## src/rtl/row_accumulator.sv

```systemverilog
// ---------------------------------------------------------------------------
// row_accumulator
//
// Dot-product stage fed by the column index counter. Every accepted beat
// multiplies a signed weight by a signed activation and accumulates the
// product. Column 0 starts a fresh sum. The beat flagged with will_reset
// closes the row. The finished sum moves into a one-entry output buffer,
// tagged with its row index, and is offered downstream with valid/ready.
//
// Optional feature (compile-time macro):
//   ROW_ACCUMULATOR_RELU_EN - when defined, a negative row sum is stored
//                             into the output buffer as 0. The running
//                             accumulator is not affected.
//
// Parameters:
//   DATA_WIDTH - width of the signed weight and activation operands
//   ACC_WIDTH  - signed accumulator / result width (>= 2*DATA_WIDTH+2)
//   NUM_ROWS   - rows per matrix; the row index wraps after NUM_ROWS-1
//
// Ports:
//   clock        in   sole clock, rising edge
//   reset_n      in   asynchronous active-low reset
//   clear        in   synchronous clear of all state, highest priority
//   in_valid     in   weight/activation beat present
//   in_ready     out  block can accept a beat
//   weight       in   signed weight
//   activation   in   signed activation
//   column_index in   current column from the column counter
//   will_reset   in   current beat is the last column of the row
//   col_en       out  column counter enable (accepted beat)
//   col_clear    out  column counter clear (mirrors clear)
//   out_valid    out  row result held in the output buffer
//   out_ready    in   downstream accepts the result
//   out_data     out  signed row sum
//   out_row      out  row index of out_data
//   done         out  pulse when the result for row NUM_ROWS-1 is taken
//
// Handshakes (both sides): a transfer happens on a rising clock edge where
// valid and ready are both high. A valid source holds its payload stable
// until that edge; ready may change freely and carries no promise on its
// own. Here in_ready depends only on the output buffer state and
// out_ready, never on the input payload.
//
// The output buffer is a two-state machine (EMPTY/FULL). Its state register
// is driven straight onto out_valid, so the state is always observable at
// the port.
// ---------------------------------------------------------------------------
module row_accumulator #(
  parameter int DATA_WIDTH = 8,
  parameter int ACC_WIDTH  = 20,
  parameter int NUM_ROWS   = 3
) (
  input  logic                         clock,
  input  logic                         reset_n,
  input  logic                         clear,
  input  logic                         in_valid,
  output logic                         in_ready,
  input  logic signed [DATA_WIDTH-1:0] weight,
  input  logic signed [DATA_WIDTH-1:0] activation,
  input  logic [1:0]                   column_index,
  input  logic                         will_reset,
  output logic                         col_en,
  output logic                         col_clear,
  output logic                         out_valid,
  input  logic                         out_ready,
  output logic signed [ACC_WIDTH-1:0]  out_data,
  output logic [1:0]                   out_row,
  output logic                         done
);

  localparam int PROD_WIDTH = 2 * DATA_WIDTH;
  localparam int EXT_WIDTH  = ACC_WIDTH - PROD_WIDTH;

  // Output buffer states
  localparam logic [0:0] ST_EMPTY = 1'b0;
  localparam logic [0:0] ST_FULL  = 1'b1;

  localparam logic [1:0] LAST_ROW = 2'(NUM_ROWS - 1);

  // ------------------------------------------------------------------
  // State
  // ------------------------------------------------------------------
  logic [0:0]                  state_q,    state_d;
  logic signed [ACC_WIDTH-1:0] acc_q,      acc_d;
  logic [1:0]                  row_q,      row_d;
  logic signed [ACC_WIDTH-1:0] out_data_q, out_data_d;
  logic [1:0]                  out_row_q,  out_row_d;

  // ------------------------------------------------------------------
  // Datapath
  // ------------------------------------------------------------------
  logic signed [PROD_WIDTH-1:0] prod;
  logic signed [ACC_WIDTH-1:0]  prod_ext;
  logic signed [ACC_WIDTH-1:0]  row_sum;
  logic signed [ACC_WIDTH-1:0]  store_val;
  logic                         accept;
  logic                         last_accept;
  logic                         out_fire;
  logic [1:0]                   row_inc;

  // Full-precision signed product, sign-extended into the accumulator width.
  assign prod     = weight * activation;
  assign prod_ext = {{EXT_WIDTH{prod[PROD_WIDTH-1]}}, prod};

  // Column 0 starts a new sum; any other column extends the running one.
  // The add wraps modulo 2^ACC_WIDTH by construction.
  assign row_sum = (column_index == 2'd0) ? prod_ext : (acc_q + prod_ext);

`ifdef ROW_ACCUMULATOR_RELU_EN
  assign store_val = row_sum[ACC_WIDTH-1] ? '0 : row_sum;
`else
  assign store_val = row_sum;
`endif

  // ------------------------------------------------------------------
  // Handshake and counter control
  // ------------------------------------------------------------------
  assign out_valid   = (state_q == ST_FULL);
  // A stalled full buffer blocks every beat, not only the last column,
  // so the column counter freezes together with the accumulator.
  assign in_ready    = ~(out_valid & ~out_ready);
  assign accept      = in_valid & in_ready & ~clear;
  assign last_accept = accept & will_reset;
  assign out_fire    = out_valid & out_ready;

  assign col_en      = accept;
  assign col_clear   = clear;

  assign done        = out_fire & (out_row_q == LAST_ROW);

  assign out_data    = out_data_q;
  assign out_row     = out_row_q;

  assign row_inc     = (row_q == LAST_ROW) ? 2'd0 : (row_q + 2'd1);

  // ------------------------------------------------------------------
  // Next-state logic
  // ------------------------------------------------------------------
  always_comb begin
    state_d    = state_q;
    acc_d      = acc_q;
    row_d      = row_q;
    out_data_d = out_data_q;
    out_row_d  = out_row_q;

    if (clear) begin
      // Any beat presented with clear is dropped, and so is a buffered row.
      state_d    = ST_EMPTY;
      acc_d      = '0;
      row_d      = 2'd0;
      out_data_d = '0;
      out_row_d  = 2'd0;
    end else begin
      if (accept) begin
        acc_d = row_sum;
      end

      if (last_accept) begin
        out_data_d = store_val;
        out_row_d  = row_q;
        row_d      = row_inc;
      end

      case (state_q)
        ST_EMPTY: begin
          if (last_accept) begin
            state_d = ST_FULL;
          end
        end
        ST_FULL: begin
          // A last-column accept can only happen here when out_ready is
          // high, so the old result leaves as the new one loads.
          if (last_accept) begin
            state_d = ST_FULL;
          end else if (out_ready) begin
            state_d = ST_EMPTY;
          end
        end
        default: begin
          state_d = ST_EMPTY;
        end
      endcase
    end
  end

  // ------------------------------------------------------------------
  // Registers
  // ------------------------------------------------------------------
  always_ff @(posedge clock or negedge reset_n) begin
    if (!reset_n) begin
      state_q    <= ST_EMPTY;
      acc_q      <= '0;
      row_q      <= 2'd0;
      out_data_q <= '0;
      out_row_q  <= 2'd0;
    end else begin
      state_q    <= state_d;
      acc_q      <= acc_d;
      row_q      <= row_d;
      out_data_q <= out_data_d;
      out_row_q  <= out_row_d;
    end
  end

endmodule

```

## config.mk

```make
export PLATFORM = sky130hd
export DESIGN_NAME = row_accumulator
export DESIGN_NICKNAME = d
export VERILOG_FILES = /design/src/rtl/row_accumulator.sv
export SDC_FILE = /design/constraint.sdc
export NUM_CORES = 1
export LEC_CHECK = 0
export BUFFER_PORTS_ARGS = -buffer_cell sky130_fd_sc_hd__buf_2
export CAP_MARGIN = 20
export CORE_ASPECT_RATIO = 1.25
export CORE_UTILIZATION = 60
export CTS_BUF_LIST = sky130_fd_sc_hd__clkbuf_8
export CTS_CLUSTER_SIZE = 24
export DETAILED_ROUTE_END_ITERATION = 10
export MAX_ROUTING_LAYER = met4
export PLACE_DENSITY_LB_ADDON = 0.1
export SETUP_SLACK_MARGIN = 0.15
export SYNTH_ARGS = -nofsm -noshare
export SYNTH_HDL_FRONTEND = slang
export SYNTH_SLANG_ARGS = --single-unit
```

## constraint.sdc

```tcl
create_clock -name clock -period 2.88 [get_ports clock]
set_clock_uncertainty 0.1 [all_clocks]
set_input_delay 0.432 -clock clock [delete_from_list [all_inputs] [get_ports clock]]
set_output_delay 0.432 -clock clock [all_outputs]
set_load 0.02 [all_outputs]
```

==> impl_metrics.toml <==
[sta]
fmax_ghz = 0.162
relSlewSlack_pct = 33.7
slew_violations = 0
tns_ns = -79.81
setup_ws_ns = -3.30
finalCritPeriodShare_pct = 215
tightestPinTransition_ns = 0.994
min_period_ns = 6.18
finalSetupViolCount = 34
rsz0062_at_grt = "true"
hold_violations = 0

[cells_and_area]
fin_area_um2 = 8560
fin_nets = 954
area_growth_pct = 51.8
layout-drive-gt1-share_pct = 47.1
stdcell_count = 950

[synth]
async_flop_share_pct = 100
ys_seq_area_share_pct = 20.0
synthFlopType = "dfrtp_1"
synth-xor-area-share_pct = 4.21
syn_area_per_cell_um2 = 8.79
synth.distinct_cells = 58
synth_top_family_by_area = "adder cells"
yosys_warnings = 0
ys_ff_latch = 45
synth_mux_area_share_pct = 1.51
synthCells = 642
synth_compound_area_share_pct = 16.9
synth-simple-area-share_pct = 19.0
yosysTopAreaCell = "dfrtp_1"
synth_area_um2 = 5640
synth_top_area_share_pct = 20.0
synth_fp_nets = 771
yosys.area_share.adder_pct = 30.7
synth-edff-count = 0
synth_area_leaders = "dfrtp_1, fa_1, ha_1"

[setup_path]
arrival_ns = 6.33
worstReg2RegStart = "acc_q[0]"
critPathKind = "in -> reg"
cp-start-kind = "input port"
r2r_slack_ns = -0.07
r2r_end = "acc_q[14]"
crit_path_end_kind = "flop"
path_max_fanout = 7
cp.required_ns = 3.02
reg2regPathDepth = 11

[grt]
grt_max_degree = 46
antenna_found_initial = 0
grt_pass1_vias = 6063
overflow = 0
grt_usage_pct = 37.8
grt_pass1_wl_mm = 28.2

[die]
die_height_um = 110
dieArea_um2 = 9800
core_um2 = 9130
pin_count = 51
fp-row-count = 39
start_util_pct = 61.8
die_x_um = 88.7

[drt]
drt-vias-per-instance = 6.44
vias = 6120
ant_nets = 0
drtIter0Drc = 559
dr.pass1.iters = 5
routed_wl_mm = 22.7
drc = 0
wl_per_cell_um = 23.9

[placed_design]
place_area_um2 = 7130
dp_hpwl_mm = 11.7
dp.cells = 899
place_congestion = 0.900
io_buffer_count = 50

[outcome]
status = "finished, violations left"
violations = "negative setup slack"

[clock_tree]
root_buffer = "clkbuf_8"
ctsHtreeMaxLevel = 2
cts_buffer_depth = 2
path_clk_slew_ns = 0.08
hold_buffers = 0
numCtsBuffers = 5
clkLatencyLatePin_ns = 0.31
cts_tree = "done"
numClockSinks = 45

[min_path]
hp-class = "in -> async"

[flow_run]
max_cap_viol_count = 0
metal layers:
| layer | track usage (%) | wire, µm |
|---|---|---|
| met5 | - | 0 |
| met4 | 20.9 | 1890 |
| met3 | 3.81 | 1830 |
| met2 | 63.1 | 11100 |
| met1 | 43.8 | 7950 |
state kept, by name (all words and copies together), names as in the netlist:
signal and cells:
acc_q 20, out_row 2, out_data 20, out_valid 1, row_q 2
cells in the mapped netlist (all sizes together) (2+ instances only):
cell	instances
or3	4
nor3	12
nand3	5
a21o	8
or2	4
a31oi	4
o21bai	4
a211o	2
a311oi	5
a21oi	32
nand2b	7
a21boi	2
nor3b	3
nor2b	9
o22ai	2
o211ai	4
o21a	10
a211oi	18
mux2	4
xor2	10
ha	49
and2	48
a41oi	3
fa	56
a31o	2
inv	95
nor4	4
xnor2	15
nor2	42
dfrtp	45
nand2	51
o31ai	6
nand3b	8
o31a	4
o21ai	26
and3	5
clkbuf	18
mux2i	4
worst max-delay path, stage by stage:
cell and delay, ns:
buf_4 0.14, and2_1 0.18, fa_1 0.51, inv_2 0.05, fa_1 0.55, inv_2 0.07, fa_1 0.56, inv_2 0.04
fa_1 0.50, inv_2 0.05, ha_4 0.29, o21ai_4 0.07, o21a_1 0.22, o31ai_4 0.30, buf_6 0.14, o31ai_4 0.08
xnor2_4 0.26, buf_12 0.15, ha_4 0.21, buf_6 0.13, a21oi_4 0.20, nor2_2 0.05, a211oi_2 0.24, and4_4 0.27
nand3_2 0.11, a311oi_2 0.35, a211o_1 0.16
worst max path at each step:
stage	start	to	depth (start not counted)
finish	weight[5]	acc_q[19]	27
detailed placement	weight[7]	acc_q[19]	24
CTS	weight[7]	acc_q[19]	24
global route	weight[5]	acc_q[19]	28
global placement	activation[7]	out_data[19]	22
floorplan	weight[7]	acc_q[19]	23
cell type report:
cell class	instances	area, µm²
clock buffer	5	68.8
multi-input combinational	483	5260
tap	123	154
inverter	95	359
timing repair buffer	195	1550
sequential	45	1130
fill	278	562
antenna	1	2.50
clock inverter	3	42.5
through the flow:
step                      hold slack, ns  utilization (%)  setup slack [ns]
after CTS                          0.210             86.1             -3.00
final                              0.171             93.8             -3.30
after global placement             0.358             78.1             -3.25
after global routing               0.245             93.8             -3.56
after floorplan                   0.0364                -             -3.00
after detailed placement           0.371             78.1             -3.44
cell families (layout without fill, tap and decap cells):
logic type,Yosys count,after routing
AOI/OAI and AO/OA,138,138
and+or+nand+nor,207,207
other,0,1
DFF,45,45
adders and majority gates,105,105
muxes,8,8
buffers and inverters,114,298
xor gates and xnor gates,25,25
cells in the final DEF (no fill, tap or decap), drive strengths merged, types with 10 or more instances in the layout:
| master | n |
|---|---|
| xor2 | 10 |
| and2 | 48 |
| nor3 | 12 |
| ha | 49 |
| buf | 195 |
| a21oi | 32 |
| a211oi | 18 |
| fa | 56 |
| xnor2 | 15 |
| dfrtp | 45 |
| o21a | 10 |
| nand2 | 51 |
| inv | 96 |
| nor2 | 42 |
| o21ai | 26 |
repair_timing:
| item | 4_1_cts | 5_1_grt |
|---|---|---|
| cloned | 0 | 0 |
| setup endpoints to repair | 34 | 36 |
| pin swaps | 62 | 45 |
| setup buffers | 22 | 20 |
| gates resized for setup | 103 | 102 |
Power is not shown: default switching activity piles up to over one toggle a cycle in this logic, so the estimate is an artifact.
